<file path="config.mk">
export PLATFORM = sky130hd
export DESIGN_NAME = prog_wave_gen
export DESIGN_NICKNAME = d
export VERILOG_FILES = /design/src/rtl/prog_wave_gen_pkg.sv /design/src/rtl/wave_down_cnt.sv /design/src/rtl/prog_wave_gen.sv
export SDC_FILE = /design/constraint.sdc
export NUM_CORES = 1
export LEC_CHECK = 0
export ABC_AREA = 1
export CAP_MARGIN = 20
export CELL_PAD_IN_SITES_DETAIL_PLACEMENT = 0
export CELL_PAD_IN_SITES_GLOBAL_PLACEMENT = 1
export CORE_MARGIN = 1
export CORE_UTILIZATION = 35
export CTS_BUF_LIST = sky130_fd_sc_hd__clkbuf_4 sky130_fd_sc_hd__clkbuf_8
export DETAILED_ROUTE_END_ITERATION = 10
export GPL_TIMING_DRIVEN = 0
export PLACE_DENSITY_LB_ADDON = 0.2
export SYNTH_ARGS = -nofsm -noshare
export SYNTH_HDL_FRONTEND = slang
export SYNTH_SLANG_ARGS = --single-unit
</file>
<file path="constraint.sdc">
create_clock -name clk -period 1.8 [get_ports clk]
set_input_delay 0.54 -clock clk [delete_from_list [all_inputs] [get_ports clk]]
set_output_delay 0.54 -clock clk [all_outputs]
set_load 0.02 [all_outputs]
</file>
<file path="src/rtl/prog_wave_gen_pkg.sv">
// Shared types and mode encodings for the programmable waveform generator.
package prog_wave_gen_pkg;

  typedef enum logic [1:0] {
    IDLE = 2'd0,
    HIGH = 2'd1,
    LOW  = 2'd2
  } state_t;

  localparam logic [1:0] MODE_TOGGLE  = 2'b00;
  localparam logic [1:0] MODE_PWM     = 2'b01;
  localparam logic [1:0] MODE_ONESHOT = 2'b10;
  localparam logic [1:0] MODE_BURST   = 2'b11;

endpackage

</file>
<file path="src/rtl/wave_down_cnt.sv">
// Loadable down-counter that saturates at zero; load has priority over decrement.
module wave_down_cnt #(
  parameter int W = 8
) (
  input  logic         clk,
  input  logic         rst,
  input  logic         i_load,
  input  logic [W-1:0] i_load_val,
  input  logic         i_dec,
  output logic         o_zero
);

  logic [W-1:0] r_cnt;

  // NOTE: sequential state uses non-blocking assignments so every flop samples pre-edge values.
  always_ff @(posedge clk or negedge rst) begin
    if (!rst) begin
      r_cnt <= '0;
    end else if (i_load) begin
      r_cnt <= i_load_val;
    end else if (i_dec && (r_cnt != '0)) begin
      r_cnt <= r_cnt - W'(1);
    end
  end

  assign o_zero = (r_cnt == '0);

endmodule

</file>
<file path="src/rtl/prog_wave_gen.sv">
// Programmable waveform generator: toggle, PWM, one-shot and counted burst on a
// single registered output, with start/stop/enable control and busy/done status.
module prog_wave_gen
  import prog_wave_gen_pkg::*;
#(
  parameter int CNT_W   = 8,
  parameter int BURST_W = 4
) (
  input  logic               clk,
  input  logic               rst,
  input  logic               en,
  input  logic               start,
  input  logic               stop,
  input  logic [1:0]         mode,
  input  logic [CNT_W-1:0]   high_len,
  input  logic [CNT_W-1:0]   low_len,
  input  logic [BURST_W-1:0] burst_n,
  output logic               y,
  output logic               busy,
  output logic               done
);

  function automatic logic [CNT_W-1:0] eff_len(input logic [CNT_W-1:0] len,
                                               input logic force_one);
    return (force_one || (len == '0)) ? CNT_W'(1) : len;
  endfunction

  state_t           r_state;
  logic [1:0]       r_mode;
  logic [CNT_W-1:0] r_hl;
  logic [CNT_W-1:0] r_ll;
  logic             r_done;

  state_t           w_state_nxt;
  logic             w_done_nxt;
  logic             w_start_acc;
  logic             w_shadow_ld;
  logic             w_ph_load;
  logic             w_ph_dec;
  logic [CNT_W-1:0] w_ph_val;
  logic             w_ph_zero;
  logic             w_bc_load;
  logic             w_bc_dec;
  logic             w_bc_zero;
  logic             w_force_one;
  logic [CNT_W-1:0] w_new_hl;
  logic [CNT_W-1:0] w_new_ll;

  // Lengths come from the live inputs both at start and at a toggle/PWM period boundary.
  assign w_force_one = (((r_state == IDLE) ? mode : r_mode) == MODE_TOGGLE);
  assign w_new_hl    = eff_len(high_len, w_force_one);
  assign w_new_ll    = eff_len(low_len, w_force_one);

  // NOTE: every always_comb output gets a default first so no path can infer a latch.
  always_comb begin
    w_state_nxt = r_state;
    w_done_nxt  = 1'b0;
    w_start_acc = 1'b0;
    w_shadow_ld = 1'b0;
    w_ph_load   = 1'b0;
    w_ph_dec    = 1'b0;
    w_ph_val    = '0;
    w_bc_load   = 1'b0;
    w_bc_dec    = 1'b0;
    if (stop) begin
      w_state_nxt = IDLE;
    end else if (en) begin
      unique case (r_state)
        IDLE: begin
          if (start) begin
            w_start_acc = 1'b1;
            w_shadow_ld = 1'b1;
            if ((mode == MODE_BURST) && (burst_n == '0)) begin
              w_done_nxt = 1'b1;
            end else begin
              w_state_nxt = HIGH;
              w_ph_load   = 1'b1;
              w_ph_val    = w_new_hl - CNT_W'(1);
              // Burst counter holds pulses remaining after the current one.
              w_bc_load   = 1'b1;
            end
          end
        end
        HIGH: begin
          if (!w_ph_zero) begin
            w_ph_dec = 1'b1;
          end else if (r_mode == MODE_ONESHOT) begin
            w_state_nxt = IDLE;
            w_done_nxt  = 1'b1;
          end else begin
            w_state_nxt = LOW;
            w_ph_load   = 1'b1;
            w_ph_val    = r_ll - CNT_W'(1);
          end
        end
        LOW: begin
          if (!w_ph_zero) begin
            w_ph_dec = 1'b1;
          end else if (r_mode == MODE_BURST) begin
            if (w_bc_zero) begin
              w_state_nxt = IDLE;
              w_done_nxt  = 1'b1;
            end else begin
              w_state_nxt = HIGH;
              w_bc_dec    = 1'b1;
              w_ph_load   = 1'b1;
              w_ph_val    = r_hl - CNT_W'(1);
            end
          end else if (r_mode == MODE_ONESHOT) begin
            w_state_nxt = IDLE;
          end else begin
            w_state_nxt = HIGH;
            w_shadow_ld = 1'b1;
            w_ph_load   = 1'b1;
            w_ph_val    = w_new_hl - CNT_W'(1);
          end
        end
        default: w_state_nxt = IDLE;
      endcase
    end
  end

  always_ff @(posedge clk or negedge rst) begin
    if (!rst) begin
      r_state <= IDLE;
      r_mode  <= MODE_TOGGLE;
      r_hl    <= '0;
      r_ll    <= '0;
      r_done  <= 1'b0;
    end else begin
      r_state <= w_state_nxt;
      r_done  <= w_done_nxt;
      if (w_start_acc) r_mode <= mode;
      if (w_shadow_ld) begin
        r_hl <= w_new_hl;
        r_ll <= w_new_ll;
      end
    end
  end

  wave_down_cnt #(.W(CNT_W)) u_phase_cnt (
    .clk        (clk),
    .rst        (rst),
    .i_load     (w_ph_load),
    .i_load_val (w_ph_val),
    .i_dec      (w_ph_dec),
    .o_zero     (w_ph_zero)
  );

  wave_down_cnt #(.W(BURST_W)) u_burst_cnt (
    .clk        (clk),
    .rst        (rst),
    .i_load     (w_bc_load),
    .i_load_val (burst_n - BURST_W'(1)),
    .i_dec      (w_bc_dec),
    .o_zero     (w_bc_zero)
  );

  assign y    = (r_state == HIGH);
  assign busy = (r_state != IDLE);
  assign done = r_done;

endmodule

</file>
# Yosys cells after proc, flatten, opt, wreduce, memory -nomap -nowiden
# Cells that the tools add are included.
[word_totals]
ff_bits = 33
out_inout_bits = 3
[op_classes]
add_sub_neg = 6
n_eq_ne = 9
mux = 70
n_reduce_logical = 20
[op_table]
columns = ["op", "n"]
rows = [
  ["$mux 8", 14],
  ["$mux 1", 40],
  ["$sub 8x1->8 const B", 4],
  ["$logic_not 8->1", 3],
  ["$pmux 8 s3", 1],
  ["$mux 2", 9],
  ["$ne 3x3->1 const B", 3],
  ["$eq 2x2->1 const B", 4],
  ["$logic_not 4->1", 2],
  ["$mux 4", 2],
  ["$reduce_bool 2->1", 4],
  ["$reduce_bool 8->1", 1],
  ["$sub 4x1->4 const B", 2],
  ["$pmux 1 s3", 2],
  ["$pmux 2 s3", 1],
  ["$reduce_and 5->1", 1],
  ["$logic_not 2->1", 2],
  ["$reduce_bool 4->1", 1],
  ["$logic_and 1x1->1", 3],
  ["$ne 3x1->1 const B", 1],
  ["$eq 2x1->1 const B", 1],
  ["$logic_or 1x1->1", 2],
  ["$pmux 1 s2", 1],
  ["$reduce_or 2->1", 1],
]

# Depth between registers and ports, before layout
# Gate-level depths: netlist of run 1.
[logic_depth]
ltp_word = 13
depth_mapped = 16
depth_no_buf = 15

# Cells and area by module
# From an unflattened synthesis of run 1, not the netlist that was laid out.
[hier_totals]
hier_cells = 399
area_unflattened_um2 = 2648.8
[by_module_without_submodules]
columns = ["module", "instances", "cells_each", "area_each_um2", "seq_area_each_um2"]
rows = [
  ["prog_wave_gen", 1, 260, 1756.7, 525.5],
  ["wave_down_cnt at u_phase_cnt", 1, 93, 596.8, 200.2],
  ["wave_down_cnt at u_burst_cnt", 1, 46, 295.3, 100.1],
]

# Worst setup path before layout of run 1
# No wires, ideal clock.
[synth_path]
path_kind = "reg-to-reg"
from = "register r_state[0]"
to = "register u_phase_cnt.r_cnt[4]"
setup_time_ns = 0.117
arrival_time_ns = 1.598
required_time_ns = 1.683
setup_slack_ns = 0.085
path_stages_with_launch = 14
path_buffers = 2
period_less_slack_ns = 1.715
cell_sequence = "dfrtp_1 -> inv_1 -> ha_1 -> buf_4 -> inv_2 -> nor2_2 -> inv_1 -> nand2_4 -> nand2_4 -> buf_6 -> nor2_2 -> nand2_1 -> nand2_1 -> nand2_1"
[synth_between]
elab_chain_len = 13
[synth_lines]
columns = ["element", "line_no", "rtl"]
rows = [
  ["start: declaration", "prog_wave_gen.sv:28", "state_t r_state;"],
  ["start signal: assignment", "prog_wave_gen.sv:131", "r_state <= w_state_nxt;"],
  ["$logic_not 2->1", "prog_wave_gen.sv:50, prog_wave_gen.sv:68", ""],
  ["$mux 2", "prog_wave_gen.sv:50", "assign w_force_one = (((r_state == IDLE) ? mode : r_mode) == MODE_TOGGLE);"],
  ["$logic_not 2->1", "prog_wave_gen.sv:50", ""],
  ["$logic_or 1x1->1", "prog_wave_gen.sv:25", "return (force_one || (len == '0)) ? CNT_W'(1) : len;"],
  ["$mux 8", "prog_wave_gen.sv:25", ""],
  ["$sub 8x1->8", "prog_wave_gen.sv:78, prog_wave_gen.sv:115", ""],
  ["$mux 8", "prog_wave_gen.sv:109", "end else if (r_mode == MODE_ONESHOT) begin"],
  ["$mux 8", "prog_wave_gen.sv:99", "end else if (r_mode == MODE_BURST) begin"],
  ["$mux 8", "prog_wave_gen.sv:97", "if (!w_ph_zero) begin"],
  ["$pmux 8 s3", "prog_wave_gen.sv:68", "unique case (r_state)"],
  ["$mux 8", "prog_wave_gen.sv:67", "end else if (en) begin"],
  ["$mux 8", "prog_wave_gen.sv:65", "if (stop) begin"],
  ["$mux 8", "wave_down_cnt.sv:19", "end else if (i_load) begin"],
  ["end signal: assignment", "wave_down_cnt.sv:20", "r_cnt <= i_load_val;"],
  ["end signal: assignment", "wave_down_cnt.sv:22", "r_cnt <= r_cnt - W'(1);"],
  ["end: declaration", "wave_down_cnt.sv:13", "logic [W-1:0] r_cnt;"],
]
# Parallel ways exist; a longest one is shown, timed or not.
# A chain may end at the register's enable or synchronous reset.

# Worst setup path in the final report of run 1
[layout_path]
from = "register r_state[1]"
to = "output busy"
[layout_between]
elab_chain_len = 1
[layout_lines]
columns = ["element", "line_no", "rtl"]
rows = [
  ["$reduce_bool 2->1", "prog_wave_gen.sv:160", "assign busy = (r_state != IDLE);"],
  ["end: declaration", "prog_wave_gen.sv:19", "output logic busy,"],
]
# Every way passes these cells.

==> impl_metrics.tcl, run 1 <==
set metrics [dict create \
    antenna_found_initial 0 \
    p_sw_uw 2300 \
    wl_um 7240 \
    wire_per_inst_um 13.0 \
    start_util_pct 36.0 \
    grt_max_degree 34 \
    grt_pass1_vias 2643 \
    cts_sinks 33 \
    pwr-share-seq_pct 27.2 \
    clkPwrFrac_pct 12.6 \
    drt_iter0_drc 91 \
    internal_power_uw 2640 \
    synthDistinctLibCells 32 \
    cts_tree "built" \
    place_hpwl_um 5320 \
    fmax_mhz 555 \
    cts_made_buffers 5 \
    drv_slew 0 \
    skew_ps 9.14 \
    vdd_drop_max_uv 639 \
    yosysTopAreaCellShare_pct 31.6 \
    preCtsSetupSlack_ps -634 \
    p_sw_share_pct 46.6 \
    design_area_um2 3640 \
    setup_viol 1 \
    cp-end-kind "output pin" \
    cts_buffer_depth 2 \
    hold_buffers 0 \
    die_w_um 88.4 \
    synth_top_area_cell "dfrtp_1" \
    row_count 31 \
    p_per_area_nw_per_um2 1360 \
    io_pins 30 \
    maxSlewHeadroom_pct 46.5 \
    grt_pass1_wl_um 12200 \
    status "finished with violations" \
    crit_required_ps 1260 \
    leakagePower_uw 0.00176 \
    synth_area_leaders "dfrtp_1 (32%), nand2_1 (15%), nand3_1 (8.4%), inv_1 (7.8%), nor2_1 (6.0%)" \
    core_um2 7250 \
    whs_ps 332 \
    hold_path_class "in2async" \
    rsz0062_at_grt "yes" \
    gp_congestion 0.808 \
    vias_per_cell 4.85 \
    drc 0 \
    tns_ps -2.80 \
    drt_pass1_iterations 4 \
    p_comb_share_pct 60.1 \
    die_h_um 88.4 \
    htree_levels 2 \
    finalHoldViolations 0 \
    maxCapViolations 0 \
    r2r_cells 13 \
    criticalPathCategory "reg2out" \
    track_usage_pct 20.3 \
    drive_gt1_share_pct 28.2 \
    io_buffers 29 \
    placed_area_um2 3020 \
    violations "negative setup slack" \
    crit_arrival_ps 1260 \
    ys_seq_area_share_pct 31.6 \
    yosys_warnings 0 \
    nNetsFinal 493 \
    overflow 0 \
    rrSetupSlack_ps 10 \
    vias 2699 \
    area_growth_pct 39.1 \
    cts_root_buf "clkbuf_8" \
    syn_nets 429 \
    diodes 0 \
    path_max_fanout 6 \
    period_minus_slack_ps 1800 \
    syn_area_per_cell_um2 6.65 \
    synth_area_um2 2610 \
    syn_inst 393 \
    clock_latency_ps 290 \
    dieArea_um2 7820 \
    finalCritPeriodShare_pct 100 \
    startpoint_type "flop" \
    synth_seq_cells 33 \
    clkSlewWorstSetupHoldPaths_ps 80 \
    ant_nets 0 \
    tightestPinTransition_ps 803 \
    setup_slack_ps -2.80 \
]
final timing paths:
check	start	end
max	r_state[1]	busy
min	rst	r_hl[0]
max reg2reg	r_state[1]	u_phase_cnt.r_cnt[1]
min reg2reg	r_hl[1]	r_hl[1]
max in group asynchronous	rst	r_mode[1]
min in group clk	r_hl[1]	r_hl[1]
cell usage in the layout (no fill, tap or decap), types with 6 or more instances in the layout:
| cell | n |
|---|---|
| nor2_4 | 11 |
| buf_4 | 29 |
| dlygate4sd2_1 | 11 |
| inv_2 | 13 |
| o21ai_0 | 25 |
| clkbuf_8 | 6 |
| nor2_2 | 10 |
| clkdlybuf4s50_1 | 10 |
| nand2_4 | 7 |
| nand4_1 | 6 |
| nand3_2 | 10 |
| dfrtp_1 | 32 |
| o21ai_1 | 6 |
| nand3_1 | 32 |
| inv_1 | 45 |
| xor2_1 | 13 |
| nand2_2 | 14 |
| nand2_1 | 90 |
| nor2_1 | 32 |
logic make-up after synthesis:
| group | Yosys count | share of synthesized area, % |
|---|---|---|
| AND/OR/NAND/NOR | 224 | 39.6 |
| buffers and inverters | 65 | 9.86 |
| AO/OA/AOI/OAI | 45 | 8.86 |
| flip-flops | 33 | 31.6 |
| XOR/XNOR | 16 | 5.36 |
| adder cells (fa/ha/maj) | 9 | 4.31 |
| multiplexers | 1 | 0.383 |
per-stage QoR:
stage | power (uW) | instances | util [%]
after global placement | 3620 | 521 | 41.7
after floorplan | 3050 | 393 | -
after global routing | 5420 | 557 | 50.1
after detailed placement | 3640 | 521 | 41.7
final | 4940 | 557 | 50.1
after CTS | 4680 | 546 | 47.0
registers in the layout (all words and copies together), names as in the netlist:
name	flops
done	1
r_hl	8
r_ll	8
r_mode	2
r_state	2
u_burst_cnt.r_cnt	4
u_phase_cnt.r_cnt	8
layout make-up:
type / instances / area (um^2)
Fill cell: 777 / 3620
Multi-Input combinational cell: 296 / 1820
Sequential cell: 33 / 827
Timing Repair Buffer: 57 / 504
Inverter: 61 / 236
Tap cell: 99 / 124
Clock buffer: 6 / 82.6
Buffer: 3 / 30.0
Clock inverter: 2 / 13.8
cell usage after synthesis, drive strengths merged:
| master | n |
|---|---|
| xor2 | 13 |
| dfrtp | 33 |
| a21oi | 5 |
| or2 | 3 |
| nand3 | 45 |
| o22ai | 3 |
| a31oi | 2 |
| nor3 | 2 |
| clkinv | 1 |
| xnor2 | 3 |
| nor4 | 2 |
| nor2 | 54 |
| inv | 60 |
| nand4 | 7 |
| mux2i | 1 |
| clkbuf | 1 |
| buf | 3 |
| nand2 | 111 |
| ha | 9 |
| o21ai | 35 |
power groups by stage:
stage | clock [uW] | combinational, uW | sequential [uW]
floorplan | 0 | 1770 | 1290
global placement | 0 | 2270 | 1350
detailed placement | 0 | 2290 | 1360
CTS | 638 | 2690 | 1350
global route | 675 | 3360 | 1390
finish | 624 | 2970 | 1350
worst max-delay path, stage by stage, from the launching register on:
cell	delay (ps)
dfrtp_1	390
inv_2	80
ha_4	170
buf_4	120
inv_2	50
buf_4	150
repair_timing:
action	4_1_cts	5_1_grt
cloned	1	1
resized for setup	75	40
pin swaps	18	27
setup endpoints to repair	30	27
buffers inserted	16	11
routing by layer:
layer,vias to the layer above,track usage [%],share of wire (%)
met5,-,0,0
met4,0,6.74,1.2
met3,9,2.52,3.3
met2,48,35.0,49
met1,1262,26.3,46
li1,1380,-,-
Power figures use the tool's default switching activity.
==> inputs of run 2 (changes only) <==
CTS_CLUSTER_DIAMETER = 80   (was default)
SETUP_SLACK_MARGIN = 0.02   (was default)
==> run 2 against run 1 <==
Effect of this change: the flow still finishes with violations (negative setup slack); cell count decreased by 0.36%; clock skew about the same; die area unchanged; first-iteration DRC count increased by 16%; register-to-register slack about the same; total power decreased by 0.72%; routed wire length about the same; sequential share of layout area increased by 0.18 points; clock power about the same; count of clock-buffer cells in the layout unchanged.
==> impl_metrics.tcl, run 2 (synthesis gave the netlist of run 1 again) <==
set metrics [dict create \
    grt_pass1_vias 2630 \
    fin_util_pct 49.7 \
    nNetsFinal 491 \
    slowest_stage "dfrtp_1" \
    period_minus_slack_ps 1810 \
    gp_congestion 0.808 \
    finalHoldViolations 0 \
    drt_pass1_iterations 4 \
    core_um2 7250 \
    dieArea_um2 7820 \
    drive_gt1_share_pct 27.4 \
    vdd_drop_max_uv 636 \
    diodes 0 \
    wl_um 7240 \
    layout.area.seq_um2 826 \
    p_per_area_nw_per_um2 1360 \
    use_met2_pct 34.8 \
    finalCritPeriodShare_pct 101 \
    cts_sinks 33 \
    overflow 0 \
    tightestPinTransition_ps 817 \
    wire_per_inst_um 13.0 \
    grt.busiest_layer "met2" \
    use_met1_pct 26.4 \
    cts_made_buffers 5 \
    row_count 31 \
    cts_buffer_depth 2 \
    cts_tree "built" \
    vias 2690 \
    layout_common_cells "nand2_1 (90), inv_1 (45), dfrtp_1 (33)" \
    use_met3_pct 2.52 \
    slowest_delay_ps 390 \
    maxSlewHeadroom_pct 45.6 \
    drc 0 \
    maxCapViolations 0 \
    tns_ps -11.9 \
    multi_input_area_um2 1820 \
    skew_ps 9.17 \
    clock_latency_ps 290 \
    layout_commonest_cell "nand2_1" \
    hold_buffers 0 \
    cts_root_buf "clkbuf_8" \
    ant_nets 0 \
    htree_levels 2 \
    crit_arrival_ps 1270 \
    clkSlewWorstSetupHoldPaths_ps 80 \
    grt_pass1_wl_um 12200 \
    leakagePower_uw 0.00176 \
    rr_startpoint "r_state[0]" \
    drt_iter0_drc 106 \
    worstPathCellList "inv_2, ha_4, buf_4, inv_2, buf_4" \
    crit_family "buffers and inverters" \
    antenna_found_initial 0 \
    die_h_um 88.4 \
    io_pins 30 \
    drv_slew 0 \
    start_util_pct 36.0 \
    status "finished with violations" \
    area_growth_pct 37.8 \
    hold_path_class "in2async" \
    critPathLaunch "r_state[0]" \
    cp_num_buf_inv 4 \
    violations "negative setup slack" \
    startpoint_type "flop" \
    fmax_mhz 552 \
    place_hpwl_um 5320 \
    largestRegisters "r_hl x8, r_ll x8, u_phase_cnt.r_cnt x8" \
    setup_viol 1 \
    fillCellCount 776 \
    track_usage_pct 20.3 \
    cp-end-kind "output pin" \
    crit_required_ps 1260 \
    rsz0062_at_grt "yes" \
    setup_slack_ps -11.9 \
    io_buffers 29 \
    grt_max_degree 34 \
    path_max_fanout 6 \
    vias_per_cell 4.85 \
    die_w_um 88.4 \
    criticalPathCategory "reg2out" \
]
[run 2: timing repair]
action                                  CTS  global route
pin swaps                                20            20
gates cloned                              1             0
buffers inserted                         19             8
endpoints found under the setup margin   30            28
gates resized for setup                  75            39
[run 2: final timing paths]
check,cells past startpoint,slack [ps],end
max,5,-10,busy
min,1,340,r_hl[0]
max reg2reg,13,10,u_phase_cnt.r_cnt[1]
min reg2reg,2,500,r_hl[1]
max in group asynchronous,1,950,u_phase_cnt.r_cnt[4]
min in group clk,2,500,r_hl[1]
[run 2: cell type report]
cell class,instances,area share [%]
well taps,99,3.44
clock inverters,2,0.382
flip-flops and latches,33,22.9
multi-input cells,296,50.4
plain buffers,3,0.660
repair buffers,55,13.4
inverters,61,6.50
clock buffers,6,2.29
[run 2: where the power goes]
group	switching [uW]	leakage [uW]	internal, uW
logic	1710	0.00129	1230
registers	280	0.000412	1070
clock network	315	0.0000512	311
total	2300	0.00176	2600
[run 2: metal layers]
| layer | routed length [um] | vias up |
|---|---|---|
| met5 | 0 | - |
| met4 | 93 | 0 |
| met1 | 3370 | 1266 |
| met3 | 247 | 6 |
| li1 | - | 1372 |
| met2 | 3530 | 46 |
[run 2: stage by stage]
step | hold slack [ps] | power (uW) | setup slack [ps] | instances | cell area (um^2)
floorplan | 244 | 3050 | 85.3 | 393 | 2610
global placement | 475 | 3620 | -647 | 521 | 3030
detailed placement | 480 | 3640 | -634 | 521 | 3020
CTS | 378 | 4710 | 1.01 | 549 | 3430
global route | 391 | 5370 | -141 | 555 | 3600
finish | 339 | 4910 | -11.9 | 555 | 3600
==> inputs of run 3 (changes only) <==
CORE_MARGIN = 3   (was 1)
SETUP_SLACK_MARGIN = 0.3   (was 0.02)
==> run 3 against run 2 <==
Effect of this change: the run still ends with negative setup slack left; first-iteration DRC count shrank 17%; utilization grew 7.7 points; cell count rose by 2.0%; sequential power about the same; non-clock buffer count rose by 14.
==> impl_metrics.tcl, run 3 (synthesis gave the netlist of run 1 again) <==
set metrics [dict create \
    cts_root_buf "clkbuf_8" \
    die_h_um 92.4 \
    start_util_pct 37.2 \
    criticalPathCategory "reg2out" \
    antenna_found_initial 0 \
    area_growth_pct 54.0 \
    finalCritPeriodShare_pct 106 \
    clkSlewWorstSetupHoldPaths_ps 80 \
    rsz0062_at_grt "yes" \
    crit_required_ps 1260 \
    largestRegisters "r_hl x8, r_ll x8, u_phase_cnt.r_cnt x8" \
    cp-end-kind "output pin" \
    fin_util_pct 57.4 \
    die_w_um 92.4 \
    hold_path_class "in2async" \
    wl_um 7710 \
    drt_iter0_drc 88 \
    startpoint_type "flop" \
    row_count 30 \
    grt_max_degree 34 \
    critPathLaunch "r_state[0]" \
    crit_path_frequent_cell "inv_2" \
    setup_slack_ps -116 \
    htree_levels 2 \
    maxSlewHeadroom_pct 45.6 \
    cts_tree "built" \
    slowest_delay_ps 390 \
    setup_viol 7 \
    tightestPinTransition_ps 816 \
    cts_sinks 33 \
    gp_congestion 0.848 \
    period_minus_slack_ps 1920 \
    cts_buffer_depth 2 \
    vias 2791 \
    fmax_mhz 522 \
    violations "negative setup slack" \
    drt_pass1_iterations 4 \
    path_max_fanout 5 \
    track_usage_pct 18.2 \
    clock_latency_ps 290 \
    rr_startpoint "r_state[0]" \
    cts_made_buffers 5 \
    wire_per_inst_um 13.6 \
    io_pins 30 \
    ant_nets 0 \
    io_buffers 29 \
    status "finished with violations" \
    leakagePower_uw 0.00193 \
    total_power_uw 5710 \
    layout_common_cells "nand2_1 (75), inv_1 (44), dfrtp_1 (31)" \
    crit_arrival_ps 1380 \
    skew_ps 3.17 \
    cp_num_buf_inv 5 \
    dieArea_um2 8540 \
    grt_pass1_vias 2695 \
    diodes 0 \
    drc 0 \
    vdd_drop_max_uv 730 \
    preCtsSetupSlack_ps -478 \
    drive_gt1_share_pct 38.5 \
    layout_commonest_cell "nand2_1" \
    slowest_stage "dfrtp_1" \
    grt_pass1_wl_um 12500 \
    crit_family "buffers and inverters" \
    p_per_area_nw_per_um2 1420 \
    drv_slew 0 \
    core_um2 7020 \
    vias_per_cell 4.93 \
    worstPathCellList "inv_2, ha_4, buf_8, buf_4, inv_2, buf_6" \
    overflow 0 \
    nNetsFinal 505 \
    maxCapViolations 0 \
    tns_ps -375 \
    place_hpwl_um 5270 \
    finalHoldViolations 0 \
]
[run 3: cell type report]
type                       instances  area (um^2)
fill                             692         2990
multi-input combinational        296         2010
sequential                        33          828
timing repair buffer              68          642
inverter                          61          239
tap                               96          120
clock buffer                       6         82.6
buffer                             4         62.6
clock inverter                     2         37.5
[run 3: routing by layer]
| layer | global-route usage (%) | vias to the layer above | wire, um |
|---|---|---|---|
| li1 | - | 1406 | - |
| met1 | 23.1 | 1318 | 3530 |
| met2 | 31.8 | 55 | 3760 |
| met3 | 2.36 | 12 | 261 |
| met4 | 5.57 | 0 | 167 |
| met5 | 0 | - | 0 |
[run 3: stage by stage]
stage	instances	hold WS, ps	cell area (um^2)
final	566	333	4030
after global routing	566	405	4030
after CTS	553	370	3620
after detailed placement	518	480	3100
after global placement	518	476	3110
after floorplan	393	244	2700
[run 3: where the power goes]
part / total [uW] / internal [uW] / switching, uW
combinational: 3570 / 1600 / 1970
sequential: 1380 / 1070 / 306
clock: 763 / 450 / 312
[run 3: worst paths after layout]
check	end	slack (ps)	cells past startpoint
worst max-delay path	busy	-120	6
worst min-delay path	r_ll[5]	330	1
worst max register to register	u_burst_cnt.r_cnt[3]	-70	13
worst min register to register	r_hl[1]	510	2
max in group asynchronous	r_mode[1]	900	1
min in group clk	r_hl[1]	510	2
[run 3: what timing repair did]
action	4_1_cts	5_1_grt
buffers inserted	24	13
setup endpoints to repair	34	35
pin swaps	22	39
resized for setup	75	102
endpoints found under the hold margin	0	0
hold buffers	0	0
cloned	3	0
